`src/rtl/plab5_mcore_net_msg_to_mem_resp_adapter_pkg.sv`:
```
// Shared message-format helpers for the memory-response network adapter.
// Net message layout, MSB to LSB:      {dest, src, net_opaque, payload}
// Mem response layout, MSB to LSB:     {type, opaque, len, data}
package plab5_mcore_net_msg_to_mem_resp_adapter_pkg;

    localparam int unsigned c_mem_type_nbits = 3;

    typedef enum logic [c_mem_type_nbits-1:0] {
        MEM_TYPE_READ  = 3'd0,
        MEM_TYPE_WRITE = 3'd1,
        MEM_TYPE_INIT  = 3'd2
    } mem_type_e;

    // Byte-length field width for a given data width (at least one bit)
    function automatic int unsigned mem_len_nbits(input int unsigned md);
        int unsigned n;
        n = $clog2(md / 8);
        return (n == 0) ? 1 : n;
    endfunction

    function automatic int unsigned mem_resp_msg_nbits(input int unsigned mo,
                                                       input int unsigned md);
        return c_mem_type_nbits + mo + mem_len_nbits(md) + md;
    endfunction

    // LSB of the opaque field inside a mem response
    function automatic int unsigned mem_resp_opaque_lsb(input int unsigned md);
        return md + mem_len_nbits(md);
    endfunction

    function automatic int unsigned net_msg_nbits(input int unsigned np,
                                                  input int unsigned no,
                                                  input int unsigned ns);
        return np + no + 2 * ns;
    endfunction

    // LSB of the src field inside a net message
    function automatic int unsigned net_msg_src_lsb(input int unsigned np,
                                                    input int unsigned no);
        return np + no;
    endfunction

endpackage

```
`src/rtl/plab5_mcore_resp_queue2.sv`:
```
// Two-entry circular val/rdy FIFO with 1-bit head/tail pointers and a 0..2 count.
// enq_rdy depends only on registered state; it stays low until the first
// clock edge after reset is released.
module plab5_mcore_resp_queue2 #(
    parameter int unsigned p_nbits = 8
)(
    input  logic               clk,
    input  logic               reset_n,
    input  logic               enq_val,
    output logic               enq_rdy,
    input  logic [p_nbits-1:0] enq_msg,
    output logic               deq_val,
    input  logic               deq_rdy,
    output logic [p_nbits-1:0] deq_msg
);

    logic [p_nbits-1:0] entry0;
    logic [p_nbits-1:0] entry1;
    logic               head;
    logic               tail;
    logic [1:0]         count;
    logic               alive;
    logic               enq_fire;
    logic               deq_fire;

    assign enq_rdy  = alive && (count != 2'd2);
    assign deq_val  = (count != 2'd0);
    assign deq_msg  = head ? entry1 : entry0;
    assign enq_fire = enq_val && enq_rdy;
    assign deq_fire = deq_val && deq_rdy;

    // Pointer, occupancy and post-reset ready-enable state
    always_ff @(posedge clk or negedge reset_n) begin
        if (!reset_n) begin
            alive <= 1'b0;
            head  <= 1'b0;
            tail  <= 1'b0;
            count <= 2'd0;
        end else begin
            alive <= 1'b1;
            if (enq_fire) tail <= ~tail;
            if (deq_fire) head <= ~head;
            if (enq_fire && !deq_fire)
                count <= count + 2'd1;
            else if (!enq_fire && deq_fire)
                count <= count - 2'd1;
        end
    end

    // Entry storage; contents are only meaningful while counted as occupied
    always_ff @(posedge clk) begin
        if (enq_fire) begin
            if (tail)
                entry1 <= enq_msg;
            else
                entry0 <= enq_msg;
        end
    end

endmodule

```
`src/rtl/plab5_mcore_net_msg_to_mem_resp_adapter.sv`:
```
// Core-side receive adapter: checks the routing header of incoming memory
// response network messages, drops misrouted ones, clears the core-id bits
// from the opaque field and queues responses for the core's memory port.
module plab5_mcore_net_msg_to_mem_resp_adapter
    import plab5_mcore_net_msg_to_mem_resp_adapter_pkg::*;
#(
    parameter  int unsigned p_port_id           = 0,
    parameter  int unsigned p_mem_opaque_nbits  = 8,
    parameter  int unsigned p_mem_data_nbits    = 32,
    parameter  int unsigned p_net_opaque_nbits  = 4,
    parameter  int unsigned p_net_srcdest_nbits = 3,
    parameter  int unsigned p_cnt_nbits         = 16,
    localparam int unsigned c_mem_resp_msg_nbits =
        mem_resp_msg_nbits(p_mem_opaque_nbits, p_mem_data_nbits),
    localparam int unsigned c_net_msg_nbits =
        net_msg_nbits(c_mem_resp_msg_nbits, p_net_opaque_nbits, p_net_srcdest_nbits)
)(
    input  logic                             clk,
    input  logic                             reset_n,
    input  logic                             net_val,
    output logic                             net_rdy,
    input  logic [c_net_msg_nbits-1:0]       net_msg,
    output logic                             memresp_val,
    input  logic                             memresp_rdy,
    output logic [c_mem_resp_msg_nbits-1:0]  memresp_msg,
    output logic [p_net_srcdest_nbits-1:0]   memresp_src,
    output logic                             err_misroute,
    output logic [p_cnt_nbits-1:0]           resp_count,
    output logic [p_cnt_nbits-1:0]           drop_count
);

    localparam int unsigned c_ns      = p_net_srcdest_nbits;
    localparam int unsigned c_no      = p_net_opaque_nbits;
    localparam int unsigned c_np      = c_mem_resp_msg_nbits;
    localparam int unsigned c_mo      = p_mem_opaque_nbits;
    localparam int unsigned c_md      = p_mem_data_nbits;
    localparam int unsigned c_ln      = mem_len_nbits(p_mem_data_nbits);
    localparam int unsigned c_opq_lsb = mem_resp_opaque_lsb(p_mem_data_nbits);
    localparam int unsigned c_src_lsb = net_msg_src_lsb(c_np, c_no);
    localparam int unsigned c_q_nbits = c_ns + c_np;

    localparam logic [c_ns-1:0] c_port_id = c_ns'(p_port_id);
    // Keeps the low mo-ns opaque bits; the top ns bits carried the core id
    localparam logic [c_mo-1:0] c_opaque_keep_mask = {{c_ns{1'b0}}, {(c_mo-c_ns){1'b1}}};

    // Unpacked net message
    logic [c_ns-1:0]             dest;
    logic [c_ns-1:0]             src;
    logic [c_no-1:0]             net_opaque;
    logic [c_np-1:0]             payload;

    // Unpacked mem response
    logic [c_mem_type_nbits-1:0] resp_type;
    logic [c_mo-1:0]             resp_opaque;
    logic [c_ln-1:0]             resp_len;
    logic [c_md-1:0]             resp_data;
    logic [c_np-1:0]             payload_restored;

    logic                        dest_ok;
    logic                        q_enq_val;
    logic                        q_enq_rdy;
    logic [c_q_nbits-1:0]        q_enq_msg;
    logic [c_q_nbits-1:0]        q_deq_msg;
    logic                        misroute_fire;
    logic                        deq_fire;

    assign {dest, src, net_opaque, payload} = net_msg;
    assign {resp_type, resp_opaque, resp_len, resp_data} = payload;

    // Repack the response with the core-id bits of the opaque field cleared
    always_comb begin
        payload_restored = {resp_type, resp_opaque & c_opaque_keep_mask, resp_len, resp_data};
    end

    assign dest_ok       = (dest == c_port_id);
    assign q_enq_val     = net_val && dest_ok;
    assign q_enq_msg     = {src, payload_restored};
    assign net_rdy       = q_enq_rdy;
    assign misroute_fire = net_val && net_rdy && !dest_ok;
    assign deq_fire      = memresp_val && memresp_rdy;

    plab5_mcore_resp_queue2 #(
        .p_nbits (c_q_nbits)
    ) resp_queue (
        .clk     (clk),
        .reset_n (reset_n),
        .enq_val (q_enq_val),
        .enq_rdy (q_enq_rdy),
        .enq_msg (q_enq_msg),
        .deq_val (memresp_val),
        .deq_rdy (memresp_rdy),
        .deq_msg (q_deq_msg)
    );

    assign memresp_src = q_deq_msg[c_q_nbits-1:c_np];
    assign memresp_msg = q_deq_msg[c_np-1:0];

    // Sticky misroute flag, saturating drop counter, wrapping delivery counter
    always_ff @(posedge clk or negedge reset_n) begin
        if (!reset_n) begin
            err_misroute <= 1'b0;
            drop_count   <= '0;
            resp_count   <= '0;
        end else begin
            if (misroute_fire) begin
                err_misroute <= 1'b1;
                if (drop_count != '1)
                    drop_count <= drop_count + 1'b1;
            end
            if (deq_fire)
                resp_count <= resp_count + 1'b1;
        end
    end

    // net_opaque is deliberately ignored on receive; c_src_lsb documents layout
    logic unused_ok;
    assign unused_ok = ^{net_opaque, c_src_lsb[0]};

endmodule
```
`config.mk`:
```
export PLATFORM = sky130hd
export DESIGN_NAME = plab5_mcore_net_msg_to_mem_resp_adapter
export DESIGN_NICKNAME = d
export VERILOG_FILES = /design/src/rtl/plab5_mcore_net_msg_to_mem_resp_adapter_pkg.sv /design/src/rtl/plab5_mcore_resp_queue2.sv /design/src/rtl/plab5_mcore_net_msg_to_mem_resp_adapter.sv
export SDC_FILE = /design/constraint.sdc
export NUM_CORES = 1
export LEC_CHECK = 0
export BUFFER_PORTS_ARGS = -buffer_cell sky130_fd_sc_hd__buf_2
export CAP_MARGIN = 40
export CORE_ASPECT_RATIO = 0.75
export CORE_MARGIN = 8
export CORE_UTILIZATION = 25
export CTS_CLUSTER_DIAMETER = 100
export DETAILED_ROUTE_END_ITERATION = 10
export PLACE_DENSITY = 0.46
export SLEW_MARGIN = 10
export SYNTH_ARGS = -nofsm -noshare
export SYNTH_HDL_FRONTEND = slang
export SYNTH_SLANG_ARGS = --single-unit
```
`constraint.sdc`:
```
create_clock -name clk -period 10.55 [get_ports clk]
set_input_delay 1.5825 -clock clk [delete_from_list [all_inputs] [get_ports clk]]
set_output_delay 1.5825 -clock clk [all_outputs]
set_load 0.02 [all_outputs]
```
## Word-level counts from Yosys, hierarchy flattened

Cells that the tools add are included.

| cells by class | value |
|---|---|
| reduce and logical (&&, ||, !) cells | 17 |
| $mul | 0 |
| div/mod/pow operators | 0 |
| bitwise operators | 2 |
| shift operators | 0 |
| muxes and demuxes | 3 |
| magnitude comparators | 0 |
| add/subtract/negate cells | 4 |
| equality and inequality tests | 2 |

Operators by type and width:

| cell | count |
|---|---|
| 2-to-1 mux 48 bit | 1 |
| adder 16 x 1 -> 16 bit (second input constant) | 2 |
| != test 16 bit (second input constant) | 1 |
| logical AND 1 bit | 8 |
| AND reduction 2 bit | 3 |
| 2-to-1 mux 2 bit | 2 |
| nonzero test 2 bit | 2 |
| zero test 1 bit | 3 |
| zero test 3 bit | 1 |
| adder 2 x 1 -> 2 bit (second input constant) | 1 |
| != test 2 bit (second input constant) | 1 |
| inverter 1 bit | 2 |
| subtractor 2 x 1 -> 2 bit (second input constant) | 1 |

| word-level totals | value |
|---|---|
| logic and storage cells | 37 |
| bits in read-only memories | 0 |
| input port bits | 59 |
| output and inout port bits | 83 |
| RAM bits | 0 |
| memories | 0 |
| latch bits | 0 |
| flip-flop bits (word level) | 128 |

## Logic depth before layout (Yosys ltp)

| depth | value |
|---|---|
| depth in word-level cells | 7 |
| depth in mapped cells | 7 |
| depth with buffers taken out | 7 |

## Hierarchy

A second synthesis with hierarchy kept.

| unflattened totals | value |
|---|---|
| cells, all modules | 306 |
| area, all modules | 5,291.3 µm² |

Modules (own cells, without submodules):

| module | cells each | sequential area each (µm²) | instances | area an instance (µm²) |
|---|---|---|---|---|
| plab5_mcore_resp_queue2 | 169 | 3,007.9 | 1 | 3,739.8 |
| plab5_mcore_net_msg_to_mem_resp_adapter | 137 | 825.8 | 1 | 1,551.5 |

## Worst setup path before layout

No wires, ideal clock.

| timing path | value |
|---|---|
| path kind | in2reg |
| start | input port net_msg[53] |
| end | register resp_queue.entry0[0] (enable) |
| setup time | 0.503 ns |
| setup slack | 4.864 ns |
| data arrival time | 5.183 ns |
| stages on the path | 2 |
| path buffers | 0 |
| cell sequence | or3_1 nor3_1 |

| on the way | value |
|---|---|
| longest elaborated chain between the ends | 4 |

RTL lines:

| element | RTL line | text |
|---|---|---|
| start: declaration | plab5_mcore_net_msg_to_mem_resp_adapter.sv:22 | `input logic [c_net_msg_nbits-1:0] net_msg,` |
| zero test 3 bit | plab5_mcore_net_msg_to_mem_resp_adapter.sv:75 | `assign dest_ok = (dest == c_port_id);` |
| logical AND 1 bit | plab5_mcore_net_msg_to_mem_resp_adapter.sv:76 | `assign q_enq_val = net_val && dest_ok;` |
| logical AND 1 bit | plab5_mcore_resp_queue2.sv:29 | `assign enq_fire = enq_val && enq_rdy;` |
| AND reduction 2 bit (no line) | - |  |
| end signal: assignment | plab5_mcore_resp_queue2.sv:56 | `entry0 <= enq_msg;` |
| end: declaration | plab5_mcore_resp_queue2.sv:17 | `logic [p_nbits-1:0] entry0;` |

No other way between the ends.
A chain may end at the register's enable or synchronous reset.

## Worst setup path after layout

| timing path | value |
|---|---|
| start | register resp_queue.head |
| end | output port memresp_msg[29] |

| on the way | value |
|---|---|
| longest elaborated chain between the ends | 1 |

RTL lines:

| element | RTL line | text |
|---|---|---|
| start: declaration | plab5_mcore_resp_queue2.sv:19 | `logic head;` |
| start signal: assignment | plab5_mcore_resp_queue2.sv:42 | `if (deq_fire) head <= ~head;` |
| 2-to-1 mux 48 bit | plab5_mcore_resp_queue2.sv:28 | `assign deq_msg = head ? entry1 : entry0;` |
| end: declaration | plab5_mcore_net_msg_to_mem_resp_adapter.sv:25 | `output logic [c_mem_resp_msg_nbits-1:0] memresp_msg,` |

No other way between the ends.

==> qor.txt <==
Fmax: 0.288 GHz
Hold Path Class: register to register
Fin Setup TNS: 0 ps
Pre-Repair DR Iteration Count: 4
Gate count after technology mapping: 298
Netlist cell types: 39
CP cell instances: buf_4 > mux2_2 > buf_2
Placed Instances: 684
CTS Hold Bufs: 0
Via density per instance: 4.18
CP endpoint kind: output port
Die Ht: 140 um
Top-count cell post-synth: edfxtp_1
Total grt overflow: 0
Clock slew at reported path FFs: 50 ps
Root Driver: clkbuf_16
Sequential share of the synthesized area: 71.3%
Core area: 0.0202 mm2
Synth Area per Inst: 17.2 um2
Skew-Pair Late Insertion Delay: 410 ps
RSZ-0062 raised after global routing: no
Top-area cell type share of the netlist area: 52.8%
Layout cell share with drive strength beyond 1: 50.9%
Comb power frac: 24.2%
Final GP Congestion: 0.698
Initial antenna violation count: 0
Pwr/cell area: 229 mW/mm2
Final setup fails: 0
Async SR Flop Fraction: 29.7%
Die footprint: 0.0254 mm2
CTS tree: built
Synth Flop Type: edfxtp_1
Avg WL per Cell: 16.2 um
H-tree Lvls: 4
Sequential fraction of design power: 40.5%
Clk_skew: 8.56 ps
Data arrival time of the critical path: 1890 ps
Simple-Gate Fraction of Synth Area: 10.0%
WS Path Type: register to output port
Yosys top cell by area: edfxtp_1
DR vias: 2995
CP bufs+invs: 2
Critical Path Start Type: register
Post-synthesis mux area share: 10.3%
Post-layout min period: 3470 ps
Slew Limit Headroom: 54.8%
Crit path largest cell delay: 490 ps
Initial core utilization: 25.4%
Worst slew pin tran: 678 ps
Adder-cell share of the synthesized area: 0.733%
Post-CTS Resized: 0
Num ports: 142
Yosys warns: 0
Switching Share: 31.1%
Synth Area in XOR/XNOR: 5.81%
Largest family of logic cells by synthesized area: multiplexers
Power share of the clock group: 35.3%
Final hold vios: 0
Outcome: finished clean
CTS sink count: 128
Post-layout net count: 507
Total wire length: 11.6 mm
Port bufs: 131
Number of synthesized register bits: 128
Post-synthesis compound-gate area fraction: 0.171%
Final ANT Viol Nets: 0
DRC: 0
Most instantiated cells after synthesis: edfxtp_1, mux2_2, dfrtp_1
Area contributors post-synth: edfxtp_1, dfrtp_1, mux2_2
GRT Total Usage: 9.29%
Min Hold Slack: 463 ps
CP max stage cell: buf_4
Vias in the first global route: 3207
Layout Area Growth over Synthesis: 29.8%
Required time of the worst setup path: 8970 ps
DR iter-0 viols: 110
# Post-CTS Setup Buffers: 0
Critical path's top delay family: buffers and inverters
Peak supply drop: 105 uV
Critical-path maximum fanout: 45
Synthesized area: 0.00512 mm2
Max-slew violation count: 0
EDFF count, synth: 90
Site Rows: 45
Int Power: 1.05 mW
Largest net degree at the start of global routing: 46
First-pass GRT wire length: 18.2 mm
Antenna diodes: 0
LEAKAGE: 2.71 nW
Post-DP HPWL: 7.90 mm
Switch Pwr: 0.473 mW
Final instance count without filler cells: 716
CTS Buf Count: 17
Die width: 181 um
Final period utilization: 32.9%
Fillcell total: 2031
Max-cap viol count: 0
Clk buf depth: 2
==> worst paths after layout <==
kind / from / to / slack [ps] / cells after the start
max: resp_queue.head$_DFFE_PN0P_ / memresp_msg[29] / 7080 / 3
min: err_misroute$_DFFE_PN0P_ / err_misroute$_DFFE_PN0P_ / 460 / 1
max reg2reg: resp_queue.count[1]$_DFFE_PN0P_ / resp_queue.entry1[42]$_DFFE_PP_ / 8480 / 5
min reg2reg: err_misroute$_DFFE_PN0P_ / err_misroute$_DFFE_PN0P_ / 460 / 1
max in group asynchronous: reset_n / resp_queue.head$_DFFE_PN0P_ / 9080 / 2
min in group asynchronous: reset_n / drop_count[10]$_DFFE_PN0P_ / 1020 / 1
==> flip-flops by register name, indices dropped and copies added, names as in the netlist <==
signal,count
resp_queue.head,1
resp_queue.entry1,45
resp_count,16
drop_count,16
resp_queue.alive,1
err_misroute,1
resp_queue.count,2
resp_queue.tail,1
resp_queue.entry0,45
==> cells in the final DEF, fill, tap and decap left out, drive strengths merged, types with 5 or more instances in the layout <==
| cell type | count |
|---|---|
| nor3 | 9 |
| nor4 | 6 |
| edfxtp | 90 |
| mux2 | 47 |
| clkinvlp | 5 |
| clkbuf | 18 |
| dfrtp | 38 |
| nand4 | 9 |
| nand2 | 14 |
| xor2 | 21 |
| clkinv | 6 |
| xnor2 | 13 |
| nor2 | 6 |
| nand3 | 9 |
| buf | 136 |
==> power groups by stage <==
stage	combinational [mW]	sequential, mW	clock, mW
finish	0.368	0.617	0.538
global route	0.400	0.623	0.578
CTS	0.380	0.617	0.555
detailed placement	0.380	0.626	0
global placement	0.375	0.625	0
floorplan	0.236	0.641	0
==> cell families after synthesis <==
family / count (synthesis)
xor+xnor: 34
compound gates: 1
buf+inv: 11
fa+ha+maj: 3
other cells: 2
simple gates: 72
flops: 128
mux: 47
==> through the flow <==
stage | total power, mW | setup slack [ps] | utilization, % | area, um2
after floorplan | 0.878 | 4860 | - | 5130
after global placement | 0.999 | 7010 | 30.1 | 6070
after detailed placement | 1.01 | 6990 | 30.3 | 6100
after CTS | 1.55 | 6990 | 33.0 | 6650
after global routing | 1.60 | 6950 | 33.0 | 6650
final | 1.52 | 7080 | 33.0 | 6650
==> layout make-up <==
type / count / area [um2] / area share (%)
Clock buffer: 18 / 429 / 6.46
Clock inverter: 14 / 116 / 1.75
Inverter: 1 / 3.75 / 0.0565
Multi-Input combinational cell: 161 / 1410 / 21.2
Sequential cell: 128 / 3650 / 55.0
Tap cell: 258 / 323 / 4.86
Timing Repair Buffer: 136 / 709 / 10.7
==> per-layer routing <==
metal	track usage (%)	share of wire [%]	routed length (um)	vias up
met1	12.3	49	5650	1478
met4	3.36	1.2	144	0
met2	13.0	42	4900	103
met5	0	0	0	-
li1	-	-	-	1401
met3	4.42	7.6	884	13
Note: power is estimated with default switching activity, not from simulation.
